<file path="src/rtl/scsi_dma_fifo_pkg.sv">
// scsi_dma_fifo_pkg: shared constants and lane helpers for the SCSI DMA FIFO.
//   DIR_*       : DMADIR encodings
//   LANE0..3    : byte-lane indices, big-endian (LANE0 = bits 31:24)
//   DEPTH_DEF   : default number of 32-bit entries
//   lane_get/put: extract / insert one byte lane of a longword
package scsi_dma_fifo_pkg;

  localparam logic DIR_SCSI2MEM = 1'b0;
  localparam logic DIR_MEM2SCSI = 1'b1;

  localparam logic [1:0] LANE0 = 2'd0;
  localparam logic [1:0] LANE1 = 2'd1;
  localparam logic [1:0] LANE2 = 2'd2;
  localparam logic [1:0] LANE3 = 2'd3;

  localparam int DEPTH_DEF = 8;

  function automatic logic [7:0] lane_get(input logic [31:0] word, input logic [1:0] lane);
    logic [7:0] b;
    case (lane)
      LANE0:   b = word[31:24];
      LANE1:   b = word[23:16];
      LANE2:   b = word[15:8];
      default: b = word[7:0];
    endcase
    return b;
  endfunction

  function automatic logic [31:0] lane_put(input logic [31:0] word, input logic [1:0] lane,
                                           input logic [7:0] b);
    logic [31:0] w;
    w = word;
    case (lane)
      LANE0:   w[31:24] = b;
      LANE1:   w[23:16] = b;
      LANE2:   w[15:8]  = b;
      default: w[7:0]   = b;
    endcase
    return w;
  endfunction

endpackage

</file>
<file path="src/rtl/scsi_dma_fifo_byte_ptr.sv">
// fifo_byte_ptr: 2-bit byte-lane pointer.
//   clk, rst_n : clock, async active-low reset
//   load       : load {load_a1,0} (start alignment); highest priority
//   clr        : force to lane 0 (partial-entry flush)
//   inc        : advance one lane, wrapping 3->0
//   ptr        : current lane
//   wrap       : inc on lane 3 this cycle (entry boundary crossed)
module fifo_byte_ptr
  import scsi_dma_fifo_pkg::*;
(
  input  logic       clk,
  input  logic       rst_n,
  input  logic       load,
  input  logic       load_a1,
  input  logic       inc,
  input  logic       clr,
  output logic [1:0] ptr,
  output logic       wrap
);

  // wrap deliberately ignores clr so the top can use it to decide clr
  // without forming a combinational loop.
  assign wrap = inc & ~load & (ptr == LANE3);

  always_ff @(posedge clk or negedge rst_n) begin
    if (!rst_n)     ptr <= LANE0;
    else if (load)  ptr <= {load_a1, 1'b0};
    else if (clr)   ptr <= LANE0;
    else if (inc)   ptr <= ptr + 2'd1;
  end

endmodule

</file>
<file path="src/rtl/scsi_dma_fifo.sv">
// scsi_dma_fifo: longword FIFO between the SCSI byte port and the host DMA.
//   DMADIR=0 packs BYTE_WR bytes big-endian into entries popped by LW_RD.
//   DMADIR=1 takes LW_WR longwords and unpacks them through BYTE_RD.
//   nCPUCLK/RST_      : clock, async active-low reset
//   DMAENA, DMADIR    : enable / direction from the register block
//   FLUSHFIFO         : commit a partial entry (SCSI->memory), STOPFLUSH when done
//   ACR_WR, A1        : address-counter write; rising edge restarts the FIFO
//   BYTE_* / LW_*     : byte-side and longword-side data strobes and data
//   FIFOEMPTY/FIFOFULL/OVERRUN/BYTE_READY/LW_READY : status
module scsi_dma_fifo
  import scsi_dma_fifo_pkg::*;
#(
  parameter int DEPTH = DEPTH_DEF,
  parameter int AW    = $clog2(DEPTH)
) (
  input  logic        nCPUCLK,
  input  logic        RST_,
  input  logic        DMAENA,
  input  logic        DMADIR,
  input  logic        FLUSHFIFO,
  input  logic        ACR_WR,
  input  logic        A1,
  input  logic        BYTE_WR,
  input  logic [7:0]  BYTE_IN,
  input  logic        BYTE_RD,
  output logic [7:0]  BYTE_OUT,
  input  logic        LW_WR,
  input  logic [31:0] LW_IN,
  input  logic        LW_RD,
  output logic [31:0] LW_OUT,
  output logic        BYTE_READY,
  output logic        LW_READY,
  output logic        FIFOEMPTY,
  output logic        FIFOFULL,
  output logic        STOPFLUSH,
  output logic        OVERRUN
);

  localparam logic [AW:0] CNT_FULL = DEPTH[AW:0];

  logic [31:0]   mem [DEPTH];
  logic [AW-1:0] wptr, rptr;
  logic [AW:0]   count, count_nxt;
  logic          empty_q, full_q, overrun_q, stop_q, acr_q;
  logic          wfirst;      // next byte write starts a fresh entry
  logic [1:0]    wbp, rbp;
  logic          wbp_wrap, rbp_wrap;

  logic acr_edge, s2m, m2s;
  logic lw_pop, byte_step, pop, space;
  logic byte_wr_acc, flush_commit, lw_push, push, ovf;
  logic [31:0] head, wbase;

  assign acr_edge = ACR_WR & ~acr_q;
  // ACR restart pre-empts every strobe in its cycle
  assign s2m = DMAENA & (DMADIR == DIR_SCSI2MEM) & ~acr_edge;
  assign m2s = DMAENA & (DMADIR == DIR_MEM2SCSI) & ~acr_edge;

  assign lw_pop    = s2m & LW_RD & ~empty_q;
  assign byte_step = m2s & BYTE_RD & ~empty_q;
  assign pop       = lw_pop | rbp_wrap;
  // a pop in the same cycle frees the slot a full FIFO needs
  assign space     = ~full_q | pop;

  assign byte_wr_acc  = s2m & BYTE_WR & space;
  assign flush_commit = ~acr_edge & (DMADIR == DIR_SCSI2MEM) & FLUSHFIFO &
                        (wbp != LANE0) & ~wbp_wrap & space;
  assign lw_push      = m2s & LW_WR & space;
  assign push         = wbp_wrap | flush_commit | lw_push;
  assign ovf          = ((s2m & BYTE_WR) | (m2s & LW_WR)) & ~space;

  fifo_byte_ptr u_wbp (
    .clk(nCPUCLK), .rst_n(RST_), .load(acr_edge), .load_a1(A1),
    .inc(byte_wr_acc), .clr(flush_commit), .ptr(wbp), .wrap(wbp_wrap)
  );

  fifo_byte_ptr u_rbp (
    .clk(nCPUCLK), .rst_n(RST_), .load(acr_edge), .load_a1(A1),
    .inc(byte_step), .clr(1'b0), .ptr(rbp), .wrap(rbp_wrap)
  );

  always_comb begin
    count_nxt = count;
    if (push & ~pop)      count_nxt = count + 1'b1;
    else if (pop & ~push) count_nxt = count - 1'b1;
  end

  // First byte of an entry zeroes every other lane, so lanes below the
  // start lane and lanes never written before a flush both read as 0.
  assign wbase = wfirst ? 32'h0 : mem[wptr];

  always_ff @(posedge nCPUCLK) begin
    if (byte_wr_acc)  mem[wptr] <= lane_put(wbase, wbp, BYTE_IN);
    else if (lw_push) mem[wptr] <= LW_IN;
  end

  always_ff @(posedge nCPUCLK or negedge RST_) begin
    if (!RST_) begin
      wptr      <= '0;
      rptr      <= '0;
      count     <= '0;
      empty_q   <= 1'b1;
      full_q    <= 1'b0;
      overrun_q <= 1'b0;
      stop_q    <= 1'b0;
      acr_q     <= 1'b0;
      wfirst    <= 1'b1;
    end else begin
      acr_q  <= ACR_WR;
      stop_q <= FLUSHFIFO & empty_q & (wbp == LANE0);
      if (acr_edge) begin
        wptr      <= '0;
        rptr      <= '0;
        count     <= '0;
        empty_q   <= 1'b1;
        full_q    <= 1'b0;
        overrun_q <= 1'b0;
        wfirst    <= 1'b1;
      end else begin
        if (push) wptr <= wptr + 1'b1;
        if (pop)  rptr <= rptr + 1'b1;
        count   <= count_nxt;
        empty_q <= (count_nxt == '0);
        full_q  <= (count_nxt == CNT_FULL);
        if (ovf) overrun_q <= 1'b1;
        if (wbp_wrap | flush_commit) wfirst <= 1'b1;
        else if (byte_wr_acc)        wfirst <= 1'b0;
      end
    end
  end

  // Outputs are forced to 0 while empty so nothing uncommitted leaks out.
  assign head       = empty_q ? 32'h0 : mem[rptr];
  assign LW_OUT     = head;
  assign BYTE_OUT   = lane_get(head, rbp);
  assign FIFOEMPTY  = empty_q;
  assign FIFOFULL   = full_q;
  assign OVERRUN    = overrun_q;
  assign STOPFLUSH  = stop_q;
  assign LW_READY   = ~empty_q & (DMADIR == DIR_SCSI2MEM);
  assign BYTE_READY = ~empty_q & (DMADIR == DIR_MEM2SCSI);

endmodule

</file>
<file path="config.mk">
export PLATFORM = sky130hd
export DESIGN_NAME = scsi_dma_fifo
export DESIGN_NICKNAME = d
export VERILOG_FILES = /design/src/rtl/scsi_dma_fifo_pkg.sv /design/src/rtl/scsi_dma_fifo_byte_ptr.sv /design/src/rtl/scsi_dma_fifo.sv
export SDC_FILE = /design/constraint.sdc
export NUM_CORES = 1
export LEC_CHECK = 0
export ABC_AREA = 1
export CORE_MARGIN = 4
export CORE_UTILIZATION = 54
export CTS_BUF_LIST = sky130_fd_sc_hd__clkbuf_8
export DETAILED_ROUTE_END_ITERATION = 6
export GPL_TIMING_DRIVEN = 0
export PLACE_DENSITY = 0.74
export SETUP_SLACK_MARGIN = 0.05
export SYNTH_ARGS = -nofsm -noshare
export SYNTH_HDL_FRONTEND = slang
export SYNTH_SLANG_ARGS = --single-unit
</file>
<file path="constraint.sdc">
create_clock -name nCPUCLK -period 6.4 [get_ports nCPUCLK]
set_clock_uncertainty 0.05 [all_clocks]
set_input_delay 1.28 -clock nCPUCLK [delete_from_list [all_inputs] [get_ports nCPUCLK]]
set_output_delay 1.28 -clock nCPUCLK [all_outputs]
set_load 0.01 [all_outputs]
</file>
==> metrics.csv <==
metric,value,unit
synth-simple-area-share,14.0,%
grt_usage,28.3,%
synthAdderAreaFrac,1.45,%
min-delay-start,OVERRUN,
hold_violations,0,
finalWeightedCongestion,0.911,
drt_wl_total,35.1,mm
yosysMostFrequentCell,edfxtp_1,
ys.flop_type,edfxtp_1,
rows,54,
cts_setup_buffers,0,
clk_latency,550,ps
fillers,1711,
dieArea,24800,um^2
drc,0,
synth.area.mux_share,0,%
startpoint_type,register,
ys_top_cells_by_count,"edfxtp_1 (256), nor2_1 (183), o21ai_0 (140)",
clk_path_buf_depth,3,
ant_nets,0,
yosysSeqAreaShare,67.9,%
netlist.area_leader.share,63.7,%
io_buffers,96,
vias_per_cell,6.16,
tritoncts,built,
peakVddDrop,169,uV
core_area,21900,um^2
r2r-start,u_wbp.ptr[0],
synth-xor-area-share,0,%
antenna_found_initial,0,
power_density,360,nW/um^2
cts_hold_buffers,0,
status,finished clean,
synth_area_leaders,"edfxtp_1 (64%), o21ai_0 (5.8%), nor2_1 (5.7%)",
worstPathArrival,3650,ps
area_growth,17.2,%
grt_pass1_wl,52.0,mm
drv_slew,0,
fin_crit,4980,ps
rsz0062_at_grt,false,
crit_path_end_kind,output port,
ys_async_sr_fraction,7.25,%
clock-sinks,276,
clock-root-buffer,clkbuf_8,
ys_ff_latch,276,
ys_warn_count,0,
hp-class,reg -> reg,
setup-tns-final,0,ps
initial_core_util,55.1,%
syn_nets,1114,
holdPathEnd,OVERRUN,
setup_viol,0,
p_leak,5.20,nW
critical_path_peak_fanout,10,
cts_resized,0,
synth_compound_area_share,13.0,%
min_path_cells,2,
r2r_end,mem[6][28],
htree_num_levels,2,
synth_top_family_by_area,simple AND/OR/NAND/NOR gates,
vias,9243,
synthesis.area,12100,um^2
slew-limit-headroom,27.8,%
yosysTopAreaCell,edfxtp_1,
die_x,157,um
dieHeight,157,um
maxCapViolCount,0,
hpwlAfterDp,24.6,mm
required,5070,ps
synth_cell_type_count,32,
first_pass_iters,5,
period_share,77.8,%
clk_pin_slew,60,ps
post_synth_inst_count,1049,
grt_pass1_vias,8841,
first_iter_violations,1077,
postSynthAreaPerCell,11.5,um^2
grt_max_degree,21,
wl_per_cell,23.4,um
r2r_slack,3380,ps
critPathKind,reg -> out,
fmax,201,MHz
io-pin-count,97,
overflow,0,
nets,1256,
tightest_slew,1080,ps
synth_edf_count,256,
rr_worst_depth,7,
antennaDiodeCount,0,
final_layout_size_suffix_gt1_share,7.05,%
total_power,5.09,mW
final_util,64.6,%
numCtsBuffers,44,
flip-flops by register name, summed over array words and instances, names as in the netlist:
name and cells:
FIFOEMPTY 1, FIFOFULL 1, OVERRUN 1, STOPFLUSH 1, acr_q 1, count 4
mem 256, rptr 3, u_rbp.ptr 2, u_wbp.ptr 2, wfirst 1, wptr 3
layout make-up:
class	count	area, um^2	area share [%]
plain buffers	70	290	2.05
inverters	42	158	1.11
repair buffers	96	961	6.79
flip-flops and latches	276	8190	57.9
multi-input cells	661	3430	24.2
well taps	280	350	2.48
clock buffers	45	619	4.38
clock inverters	30	149	1.05
worst max-delay path by stage:
stage,start,to,slack [ps],cells past startpoint
after floorplan,rptr[0],BYTE_OUT[3],3340,8
after global placement,rptr[0],BYTE_OUT[4],2100,10
after detailed placement,rptr[0],BYTE_OUT[4],2110,10
after CTS,rptr[0],BYTE_OUT[4],1500,10
after global routing,rptr[1],BYTE_OUT[4],1270,8
final,rptr[0],BYTE_OUT[4],1420,10
per-stage QoR:
| stage | setup slack [ps] | cell area [um^2] | instances | hold slack (ps) |
|---|---|---|---|---|
| finish | 1420 | 14100 | 1500 | 469 |
| global route | 1270 | 14100 | 1500 | 492 |
| global placement | 2100 | 13400 | 1425 | 460 |
| floorplan | 3340 | 12100 | 1049 | 431 |
| CTS | 1500 | 14100 | 1500 | 469 |
| detailed placement | 2110 | 13400 | 1425 | 460 |
layout by cell type, fill, tap and decap left out, types with 2 or more instances in the layout:
| cell type | count |
|---|---|
| o21ai_1 | 8 |
| clkdlybuf4s50_1 | 96 |
| a21oi_1 | 7 |
| o21ai_0 | 140 |
| clkbuf_8 | 45 |
| nand3_1 | 94 |
| buf_1 | 3 |
| o211a_1 | 24 |
| edfxtp_1 | 256 |
| ha_1 | 14 |
| o211ai_1 | 16 |
| clkinv_1 | 13 |
| nand2_2 | 4 |
| inv_1 | 52 |
| nor2_2 | 3 |
| nor2_1 | 183 |
| clkbuf_1 | 47 |
| o221ai_1 | 26 |
| o22ai_1 | 32 |
| dfrtp_1 | 18 |
| buf_2 | 19 |
| nand2_1 | 97 |
| inv_2 | 2 |
| clkinv_2 | 2 |
| and3_1 | 2 |
| nor3_1 | 3 |
| nand3_4 | 2 |
| clkinvlp_4 | 2 |
| dfstp_2 | 2 |
where the power goes:
part           leakage, nW  switching, mW  internal [mW]  total [mW]
Combinational         2.16           1.01          0.533        1.54
Clock                0.434          0.668          0.688        1.36
Sequential            2.62         0.0549           2.14        2.19
worst max-delay path: stages (launching register included):
cell and delay, ps:
dfrtp_1 490, buf_2 310, clkbuf_1 500, o21ai_0 190
o211ai_1 230, o211a_1 280, nand2_1 80, nand3_1 190
nand2_1 70, o21ai_1 150, clkdlybuf4s50_1 600
metal layers:
layer | vias up | global-route usage, % | wire, um
met5 | - | 0 | 0
met4 | 0 | 10.8 | 1050
met3 | 90 | 7.97 | 4530
met2 | 633 | 43.2 | 16000
met1 | 4410 | 39.0 | 13500
li1 | 4110 | - | -
cells by family (layout without fill, tap and decap cells):
logic type,Yosys count,after routing
AND/OR/NAND/NOR,393,393
buffers and inverters,112,283
flip-flops,276,276
adder cells (fa/ha/maj),14,14
AO/OA/AOI/OAI,254,254
Note: power is estimated with default switching activity, not from simulation.
